## src/rtl/tile_read_streamer_if.sv

```systemverilog
// Request, memory-read and row-output signals of the tile read streamer.
// The streamer connects through the slave modport; the requester/memory side uses master.
interface tile_read_streamer_if #(
    parameter int SYS_ARRAY_SIZE = 8,
    parameter int DATA_WIDTH     = 8,
    parameter int ADDR_WIDTH     = 32
);
    localparam int ROW_W = SYS_ARRAY_SIZE * DATA_WIDTH;
    localparam int CNT_W = $clog2(SYS_ARRAY_SIZE + 1);

    logic                  valid_i;
    logic                  ready_o;
    logic [ADDR_WIDTH-1:0] addr_a_i;
    logic [ADDR_WIDTH-1:0] addr_b_i;
    logic [ADDR_WIDTH-1:0] stride_a_i;
    logic [ADDR_WIDTH-1:0] stride_b_i;
    logic [CNT_W-1:0]      n_i;
    logic                  last_req_i;
    logic                  stall_i;
    logic [ROW_W-1:0]      a_o;
    logic [ROW_W-1:0]      b_o;
    logic                  valid_o;
    logic                  last_o;
    logic                  busy_o;
    logic                  en_a_o;
    logic                  en_b_o;
    logic [ADDR_WIDTH-1:0] addr_a_o;
    logic [ADDR_WIDTH-1:0] addr_b_o;
    logic [ROW_W-1:0]      rdata_a_i;
    logic [ROW_W-1:0]      rdata_b_i;

    modport slave (
        input  valid_i, addr_a_i, addr_b_i, stride_a_i, stride_b_i, n_i, last_req_i,
               stall_i, rdata_a_i, rdata_b_i,
        output ready_o, a_o, b_o, valid_o, last_o, busy_o, en_a_o, en_b_o,
               addr_a_o, addr_b_o
    );

    modport master (
        output valid_i, addr_a_i, addr_b_i, stride_a_i, stride_b_i, n_i, last_req_i,
               stall_i, rdata_a_i, rdata_b_i,
        input  ready_o, a_o, b_o, valid_o, last_o, busy_o, en_a_o, en_b_o,
               addr_a_o, addr_b_o
    );
endinterface

```

## src/rtl/tile_read_streamer.sv

```systemverilog
// Streams the rows of an A/B tile pair from two memories into a systolic array,
// with a registered output stage and a one-entry skid buffer absorbing stalls.
module tile_read_streamer #(
    parameter int SYS_ARRAY_SIZE = 8,
    parameter int DATA_WIDTH     = 8,
    parameter int ADDR_WIDTH     = 32
) (
    input logic clk_i,
    input logic rst_i,
    tile_read_streamer_if.slave bus
);
    localparam int ROW_W = SYS_ARRAY_SIZE * DATA_WIDTH;
    localparam int CNT_W = $clog2(SYS_ARRAY_SIZE + 1);

    typedef enum logic [1:0] {IDLE, ISSUE, DRAIN} state_t;

    state_t                state;
    logic [CNT_W-1:0]      row_cnt;
    logic [CNT_W-1:0]      n_eff_q;
    logic [CNT_W-1:0]      n_eff_in;
    logic [ADDR_WIDTH-1:0] addr_a_q;
    logic [ADDR_WIDTH-1:0] addr_b_q;
    logic [ADDR_WIDTH-1:0] stride_a_q;
    logic [ADDR_WIDTH-1:0] stride_b_q;
    logic                  last_req_q;
    logic                  pend;
    logic                  pend_last;
    logic                  out_valid;
    logic                  out_last;
    logic [ROW_W-1:0]      out_a;
    logic [ROW_W-1:0]      out_b;
    logic                  skid_valid;
    logic                  skid_last;
    logic [ROW_W-1:0]      skid_a;
    logic [ROW_W-1:0]      skid_b;
    logic [ROW_W-1:0]      lane_mask;
    logic [ROW_W-1:0]      in_a;
    logic [ROW_W-1:0]      in_b;
    logic                  pipe_empty;
    logic                  ready;
    logic                  accept;
    logic                  issue;
    logic                  issue_last;
    logic                  consume;
    logic                  drain_done;

    assign n_eff_in   = (bus.n_i > CNT_W'(SYS_ARRAY_SIZE)) ? CNT_W'(SYS_ARRAY_SIZE) : bus.n_i;
    assign pipe_empty = !pend && !out_valid && !skid_valid;
    assign ready      = (state == IDLE) && pipe_empty;
    assign accept     = !rst_i && bus.valid_i && ready;
    assign issue      = !rst_i && !bus.stall_i &&
                        ((accept && (n_eff_in != '0)) || (state == ISSUE));
    assign consume    = out_valid && !bus.stall_i;
    // Pipeline will be empty after this edge, so DRAIN can hand over to IDLE now.
    assign drain_done = !pend && !skid_valid && (!out_valid || consume);

    always_comb begin
        issue_last = 1'b0;
        if (state == ISSUE)
            issue_last = last_req_q && (row_cnt == n_eff_q - CNT_W'(1));
        else
            issue_last = bus.last_req_i && (n_eff_in == CNT_W'(1));
    end

    always_comb begin
        lane_mask = '0;
        for (int i = 0; i < SYS_ARRAY_SIZE; i++)
            if (i < int'(n_eff_q))
                lane_mask[i*DATA_WIDTH +: DATA_WIDTH] = '1;
    end

    assign in_a = bus.rdata_a_i & lane_mask;
    assign in_b = bus.rdata_b_i & lane_mask;

    assign bus.ready_o  = ready;
    assign bus.busy_o   = (state != IDLE);
    assign bus.en_a_o   = issue;
    assign bus.en_b_o   = issue;
    assign bus.addr_a_o = (state == IDLE) ? bus.addr_a_i : addr_a_q;
    assign bus.addr_b_o = (state == IDLE) ? bus.addr_b_i : addr_b_q;
    assign bus.a_o      = out_a;
    assign bus.b_o      = out_b;
    assign bus.valid_o  = out_valid;
    assign bus.last_o   = out_last;

    always_ff @(posedge clk_i) begin
        if (rst_i) begin
            state      <= IDLE;
            row_cnt    <= '0;
            n_eff_q    <= '0;
            addr_a_q   <= '0;
            addr_b_q   <= '0;
            stride_a_q <= '0;
            stride_b_q <= '0;
            last_req_q <= 1'b0;
            pend       <= 1'b0;
            pend_last  <= 1'b0;
            out_valid  <= 1'b0;
            out_last   <= 1'b0;
            out_a      <= '0;
            out_b      <= '0;
            skid_valid <= 1'b0;
            skid_last  <= 1'b0;
            skid_a     <= '0;
            skid_b     <= '0;
        end else begin
            pend      <= issue;
            pend_last <= issue && issue_last;

            case (state)
                IDLE: begin
                    if (accept) begin
                        n_eff_q    <= n_eff_in;
                        stride_a_q <= bus.stride_a_i;
                        stride_b_q <= bus.stride_b_i;
                        last_req_q <= bus.last_req_i;
                        if (n_eff_in != '0) begin
                            if (bus.stall_i) begin
                                row_cnt  <= '0;
                                addr_a_q <= bus.addr_a_i;
                                addr_b_q <= bus.addr_b_i;
                                state    <= ISSUE;
                            end else begin
                                row_cnt  <= CNT_W'(1);
                                addr_a_q <= bus.addr_a_i + bus.stride_a_i;
                                addr_b_q <= bus.addr_b_i + bus.stride_b_i;
                                state    <= (n_eff_in == CNT_W'(1)) ? DRAIN : ISSUE;
                            end
                        end
                    end
                end
                ISSUE: begin
                    if (!bus.stall_i) begin
                        addr_a_q <= addr_a_q + stride_a_q;
                        addr_b_q <= addr_b_q + stride_b_q;
                        row_cnt  <= row_cnt + CNT_W'(1);
                        if (row_cnt == n_eff_q - CNT_W'(1))
                            state <= DRAIN;
                    end
                end
                DRAIN: begin
                    if (drain_done)
                        state <= IDLE;
                end
                default: state <= IDLE;
            endcase

            // Output refills from the skid first so row order is kept.
            if (!out_valid || consume) begin
                if (skid_valid) begin
                    out_valid  <= 1'b1;
                    out_a      <= skid_a;
                    out_b      <= skid_b;
                    out_last   <= skid_last;
                    skid_valid <= pend;
                    skid_a     <= in_a;
                    skid_b     <= in_b;
                    skid_last  <= pend_last;
                end else if (pend) begin
                    out_valid <= 1'b1;
                    out_a     <= in_a;
                    out_b     <= in_b;
                    out_last  <= pend_last;
                end else begin
                    out_valid <= 1'b0;
                    out_last  <= 1'b0;
                end
            end else if (pend) begin
                skid_valid <= 1'b1;
                skid_a     <= in_a;
                skid_b     <= in_b;
                skid_last  <= pend_last;
            end
        end
    end
endmodule

```

## src/flat_wrapper.sv

```systemverilog
// flat-port wrapper written by rule: the top's interface ports become plain ports
module tile_read_streamer_flat 
#(
    parameter int SYS_ARRAY_SIZE = 8,
    parameter int DATA_WIDTH     = 8,
    parameter int ADDR_WIDTH     = 32
)
  (clk_i, rst_i, bus_valid_i, bus_addr_a_i, bus_addr_b_i, bus_stride_a_i, bus_stride_b_i, bus_n_i, bus_last_req_i, bus_stall_i, bus_rdata_a_i, bus_rdata_b_i, bus_ready_o, bus_a_o, bus_b_o, bus_valid_o, bus_last_o, bus_busy_o, bus_en_a_o, bus_en_b_o, bus_addr_a_o, bus_addr_b_o);
  tile_read_streamer_if #(.SYS_ARRAY_SIZE(SYS_ARRAY_SIZE), .DATA_WIDTH(DATA_WIDTH), .ADDR_WIDTH(ADDR_WIDTH)) bus_i ();
  input logic clk_i;
  input logic rst_i;
  input wire logic [$bits(bus_i.valid_i)-1:0] bus_valid_i;
  input wire logic [$bits(bus_i.addr_a_i)-1:0] bus_addr_a_i;
  input wire logic [$bits(bus_i.addr_b_i)-1:0] bus_addr_b_i;
  input wire logic [$bits(bus_i.stride_a_i)-1:0] bus_stride_a_i;
  input wire logic [$bits(bus_i.stride_b_i)-1:0] bus_stride_b_i;
  input wire logic [$bits(bus_i.n_i)-1:0] bus_n_i;
  input wire logic [$bits(bus_i.last_req_i)-1:0] bus_last_req_i;
  input wire logic [$bits(bus_i.stall_i)-1:0] bus_stall_i;
  input wire logic [$bits(bus_i.rdata_a_i)-1:0] bus_rdata_a_i;
  input wire logic [$bits(bus_i.rdata_b_i)-1:0] bus_rdata_b_i;
  output wire logic [$bits(bus_i.ready_o)-1:0] bus_ready_o;
  output wire logic [$bits(bus_i.a_o)-1:0] bus_a_o;
  output wire logic [$bits(bus_i.b_o)-1:0] bus_b_o;
  output wire logic [$bits(bus_i.valid_o)-1:0] bus_valid_o;
  output wire logic [$bits(bus_i.last_o)-1:0] bus_last_o;
  output wire logic [$bits(bus_i.busy_o)-1:0] bus_busy_o;
  output wire logic [$bits(bus_i.en_a_o)-1:0] bus_en_a_o;
  output wire logic [$bits(bus_i.en_b_o)-1:0] bus_en_b_o;
  output wire logic [$bits(bus_i.addr_a_o)-1:0] bus_addr_a_o;
  output wire logic [$bits(bus_i.addr_b_o)-1:0] bus_addr_b_o;
  assign bus_i.valid_i = bus_valid_i;
  assign bus_i.addr_a_i = bus_addr_a_i;
  assign bus_i.addr_b_i = bus_addr_b_i;
  assign bus_i.stride_a_i = bus_stride_a_i;
  assign bus_i.stride_b_i = bus_stride_b_i;
  assign bus_i.n_i = bus_n_i;
  assign bus_i.last_req_i = bus_last_req_i;
  assign bus_i.stall_i = bus_stall_i;
  assign bus_i.rdata_a_i = bus_rdata_a_i;
  assign bus_i.rdata_b_i = bus_rdata_b_i;
  assign bus_ready_o = bus_i.ready_o;
  assign bus_a_o = bus_i.a_o;
  assign bus_b_o = bus_i.b_o;
  assign bus_valid_o = bus_i.valid_o;
  assign bus_last_o = bus_i.last_o;
  assign bus_busy_o = bus_i.busy_o;
  assign bus_en_a_o = bus_i.en_a_o;
  assign bus_en_b_o = bus_i.en_b_o;
  assign bus_addr_a_o = bus_i.addr_a_o;
  assign bus_addr_b_o = bus_i.addr_b_o;
  tile_read_streamer #(.SYS_ARRAY_SIZE(SYS_ARRAY_SIZE), .DATA_WIDTH(DATA_WIDTH), .ADDR_WIDTH(ADDR_WIDTH)) u_core (.clk_i(clk_i), .rst_i(rst_i), .bus(bus_i));
endmodule
```

## config.mk

```make
export PLATFORM = sky130hd
export DESIGN_NAME = tile_read_streamer_flat
export DESIGN_NICKNAME = d
export VERILOG_FILES = /design/src/rtl/tile_read_streamer_if.sv /design/src/rtl/tile_read_streamer.sv /design/src/flat_wrapper.sv
export SDC_FILE = /design/constraint.sdc
export NUM_CORES = 1
export LEC_CHECK = 0
export CORE_AREA = 2 2 215 217
export DETAILED_ROUTE_END_ITERATION = 8
export DIE_AREA = 0 0 217 219
export GPL_TIMING_DRIVEN = 0
export HOLD_SLACK_MARGIN = 0.08
export PLACE_DENSITY = 0.81
export SYNTH_ARGS = -nofsm -noshare
export SYNTH_HDL_FRONTEND = slang
export SYNTH_SLANG_ARGS = --single-unit
export TNS_END_PERCENT = 100
```

## constraint.sdc

```tcl
create_clock -name clk_i -period 3.5 [get_ports clk_i]
set_input_delay 0.35 -clock clk_i [delete_from_list [all_inputs] [get_ports clk_i]]
set_output_delay 0.35 -clock clk_i [all_outputs]
set_load 0.05 [all_outputs]
```

==> impl_results.md <==
* Chip Width at 217 µm
* Pre-CTS setup slack at -0.971 ns
* Post-Syn Area at 23,600 µm²
* F_max at ~280 MHz
* Initial antenna violation count at 10
* EDFF count, synth at 0
* Gate power share at 34.2%
* Num CTS Buffers at 46
* Syn avg cell area at 7.43 µm²
* Register Area at 8030 µm²
* Post-route clock period utilization at 102%
* Post-layout min period at ~3.6 ns
* Slew margin rel. at 23.3%
* Starting Density at approximately 52%
* Final TNS setup at -0.105 ns
* Largest net degree at the start of global routing at 14
* Worst path arrival time at 4.06 ns
* CTS tree: built
* Setup-failing EPs final at 7
* Sequential area share after synthesis at 34.0%
* Top cell type's share of synthesized area at 34.0%
* H-tree levels at 2
* DIE HEIGHT at 219 µm
* Leading area contributor after synthesis: dfxtp_1
* Seq pwr share at 33.6%
* Critical path class: flop to flop
* Row cnt at between 70 and 80
* CTS root buffer: clkbuf_16
* Critical Path RT at 3.99 ns
* First-pass GRT wire length at approximately 140,000 µm
* Peak supply drop at 0.575 mV
* Residual DRC at 0
* RSZ-0062 raised after global routing: true
* Worst skew pair latency at 0.60 ns
* Flop2flop setup slack at -0.07 ns
* WL per Instance at 21.8 µm
* Post-DP HPWL at approximately 72,000 µm
* Final WS setup at -0.0660 ns
* Leakage at 11.5 nW
* MaxCap Viol Count at 0
* Core ar. at ~45,000 µm²
* Failing checks: negative setup slack
* Net Sw Frac at a little under two fifths
* Share of cells above drive strength 1 at 5.35%
* Fill count at 3,904
* Vias in the first global route at 24.6k
* Number of synthesized register bits at 401
* Tot Pwr at 15.4 mW
* Clock power share at 32.2%
* Area of the multi-input gates at 14,700 µm²
* Cell count after synthesis at 3,180
* # hold bufs at CTS at 0
* Clock Sinks at ~400
* Ys flop type: dfxtp_1
* Psw at 5.78 mW
* Ys Warns at 0
* Total wire length at 94,900 µm
* Setup crit end kind: flop
* Setup crit start kind: flop
* Die area at roughly 48,000 µm²
* Cell Int Power at 9.63 mW
* Synth async-reset ratio at 0%
* I/O pin count at 463
* Number of DRC markers in iteration 0 at 3,005
* Port Buffers at around 460
* Skew final at 0.0251 ns
* Nets at 4,098
* Final Hold Viols at 0
* Slew @ Worst Pin at 1.15 ns
* Worst min path class: input port to flop
* Grt ovf at 0
* Outcome: finished with violations
* Total GRT Usage at 38.3%
* Vias per cell at 6.16
* Finished Core Util at 68.3%
* Vias after detailed routing at around 27k
* Post-synth cell types at 70
* Worst-path clk slew at roughly 0.06 ns
* Slew Limit Fails at 0
* Drt pass-1 iters at 6
* Mapped Nets at roughly 3.6k
* P&R area growth vs syn at 30.3%
* Gpl congestion at 0.983
* Power Density at 500 nW/µm²
* Maximum fanout along the worst path at 10
* Dominant cells by area after synthesis: dfxtp_1, nand2_1, a21oi_1
* Final ANT Viol Nets at 0
* CTS Buffer Depth at 3
-- per-layer routing --
metal / vias up / GRT usage [%] / routed length [µm]
li1: 12300 / - / -
met1: 12500 / 52.1 / 38500
met2: 1648 / 58.3 / 40500
met3: 302 / 7.62 / 10900
met4: 6 / 18.2 / 4990
met5: - / 0 / 34
-- cell type report --
class                           count  area share (%)
Multi-Input combinational cell   2512            47.8
Sequential cell                   401            26.1
Timing Repair Buffer              472            15.3
Clock buffer                       69            4.41
Buffer                            227            2.83
Tap cell                          600            2.44
Clock inverter                     14           0.561
Inverter                           40           0.488
Antenna cell                       12          0.0975
-- state kept, by name, indices dropped and copies added (netlist names), 4 cells and up --
| signal | flops |
|---|---|
| u_core.addr_a_q | 32 |
| u_core.bus.a_o | 64 |
| u_core.skid_a | 64 |
| u_core.bus.b_o | 64 |
| u_core.skid_b | 64 |
| u_core.stride_a_q | 32 |
| u_core.addr_b_q | 32 |
| u_core.row_cnt | 4 |
| u_core.stride_b_q | 32 |
| u_core.n_eff_q | 4 |
-- placed cells by master, fill, tap and decap left out, types with 7 or more instances in the layout --
cell / instances
clkbuf_1: 205
buf_4: 13
nand2_1: 660
and2_1: 10
a21o_1: 67
clkbuf_8: 12
nor4_1: 7
o21a_1: 11
o21bai_1: 19
buf_1: 22
xor2_1: 44
nand3_1: 163
nor3_1: 30
clkbuf_2: 7
a31oi_1: 13
o21ai_0: 211
xnor2_1: 68
a211oi_1: 32
diode_2: 12
clkdlybuf4s50_1: 457
mux2_2: 66
or3_1: 10
ha_1: 128
nor2_1: 247
nand4_1: 10
and3_1: 15
o22ai_1: 10
a21oi_1: 380
nand2b_1: 9
clkbuf_16: 46
dfxtp_1: 401
mux2i_1: 13
inv_1: 39
o211ai_1: 178
-- Yosys cell counts, types with 21 or more instances --
| cell | number |
|---|---|
| a211oi_1 | 34 |
| o21ai_0 | 216 |
| o211ai_1 | 178 |
| xor2_1 | 44 |
| buf_1 | 21 |
| a21oi_1 | 383 |
| nor2_1 | 247 |
| xnor2_1 | 68 |
| inv_1 | 39 |
| nor3_1 | 31 |
| clkbuf_1 | 204 |
| ha_1 | 129 |
| nand3_1 | 164 |
| mux2_2 | 66 |
| nand2_1 | 662 |
| dfxtp_1 | 401 |
| a21o_1 | 67 |
-- power groups by stage --
stage	Clock, mW	Combinational [mW]	Sequential (mW)
floorplan	0	2.76	5.69
global placement	0	5.04	5.26
detailed placement	0	5.06	5.26
CTS	4.92	5.11	5.17
global route	5.13	5.55	5.21
finish	4.96	5.27	5.18
-- critical path, cell delays in order, from the launching register on --
cell and delay [ns]:
dfxtp_1 0.40, nor2_1 0.08, inv_1 0.15, nor4_4 0.07, buf_4 0.17, nand2_2 0.29, or3_1 0.18, clkbuf_1 0.25
clkbuf_1 0.65, buf_1 0.68, o21ai_0 0.23, a311oi_1 0.29
-- timing repair --
action                     in CTS  in global routing
setup endpoints to repair      90                 72
pin swaps                       6                  7
setup buffers                   3                  8
resized for setup              21                 28
-- cell families after synthesis --
group / count (synthesis) / share of synthesized area, %
AO/OA/AOI/OAI: 1001 / 25.9
flip-flops: 401 / 34.0
buffers and inverters: 267 / 4.26
multiplexers: 79 / 3.70
adder cells (fa/ha/maj): 133 / 7.17
AND/OR/NAND/NOR: 1187 / 20.9
XOR/XNOR: 112 / 4.15
-- metrics by stage --
step	hold WS, ns	instances	area (µm²)
floorplan	0.432	3180	23700
global placement	0.438	4241	29000
detailed placement	0.443	4241	29000
CTS	0.320	4327	30600
global route	0.357	4340	30800
finish	0.314	4347	30800
-- worst paths after layout --
| check | startpoint | endpoint | cells after the start |
|---|---|---|---|
| max | u_core.state[0] | u_core.addr_b_q[19] | 11 |
| min | bus_addr_b_i[0] | u_core.addr_b_q[0] | 5 |
| min reg2reg | u_core.skid_a[57] | u_core.skid_a[57] | 2 |
| max reg2reg | u_core.state[0] | u_core.addr_b_q[19] | 11 |
(Power assumes the default switching activity.)
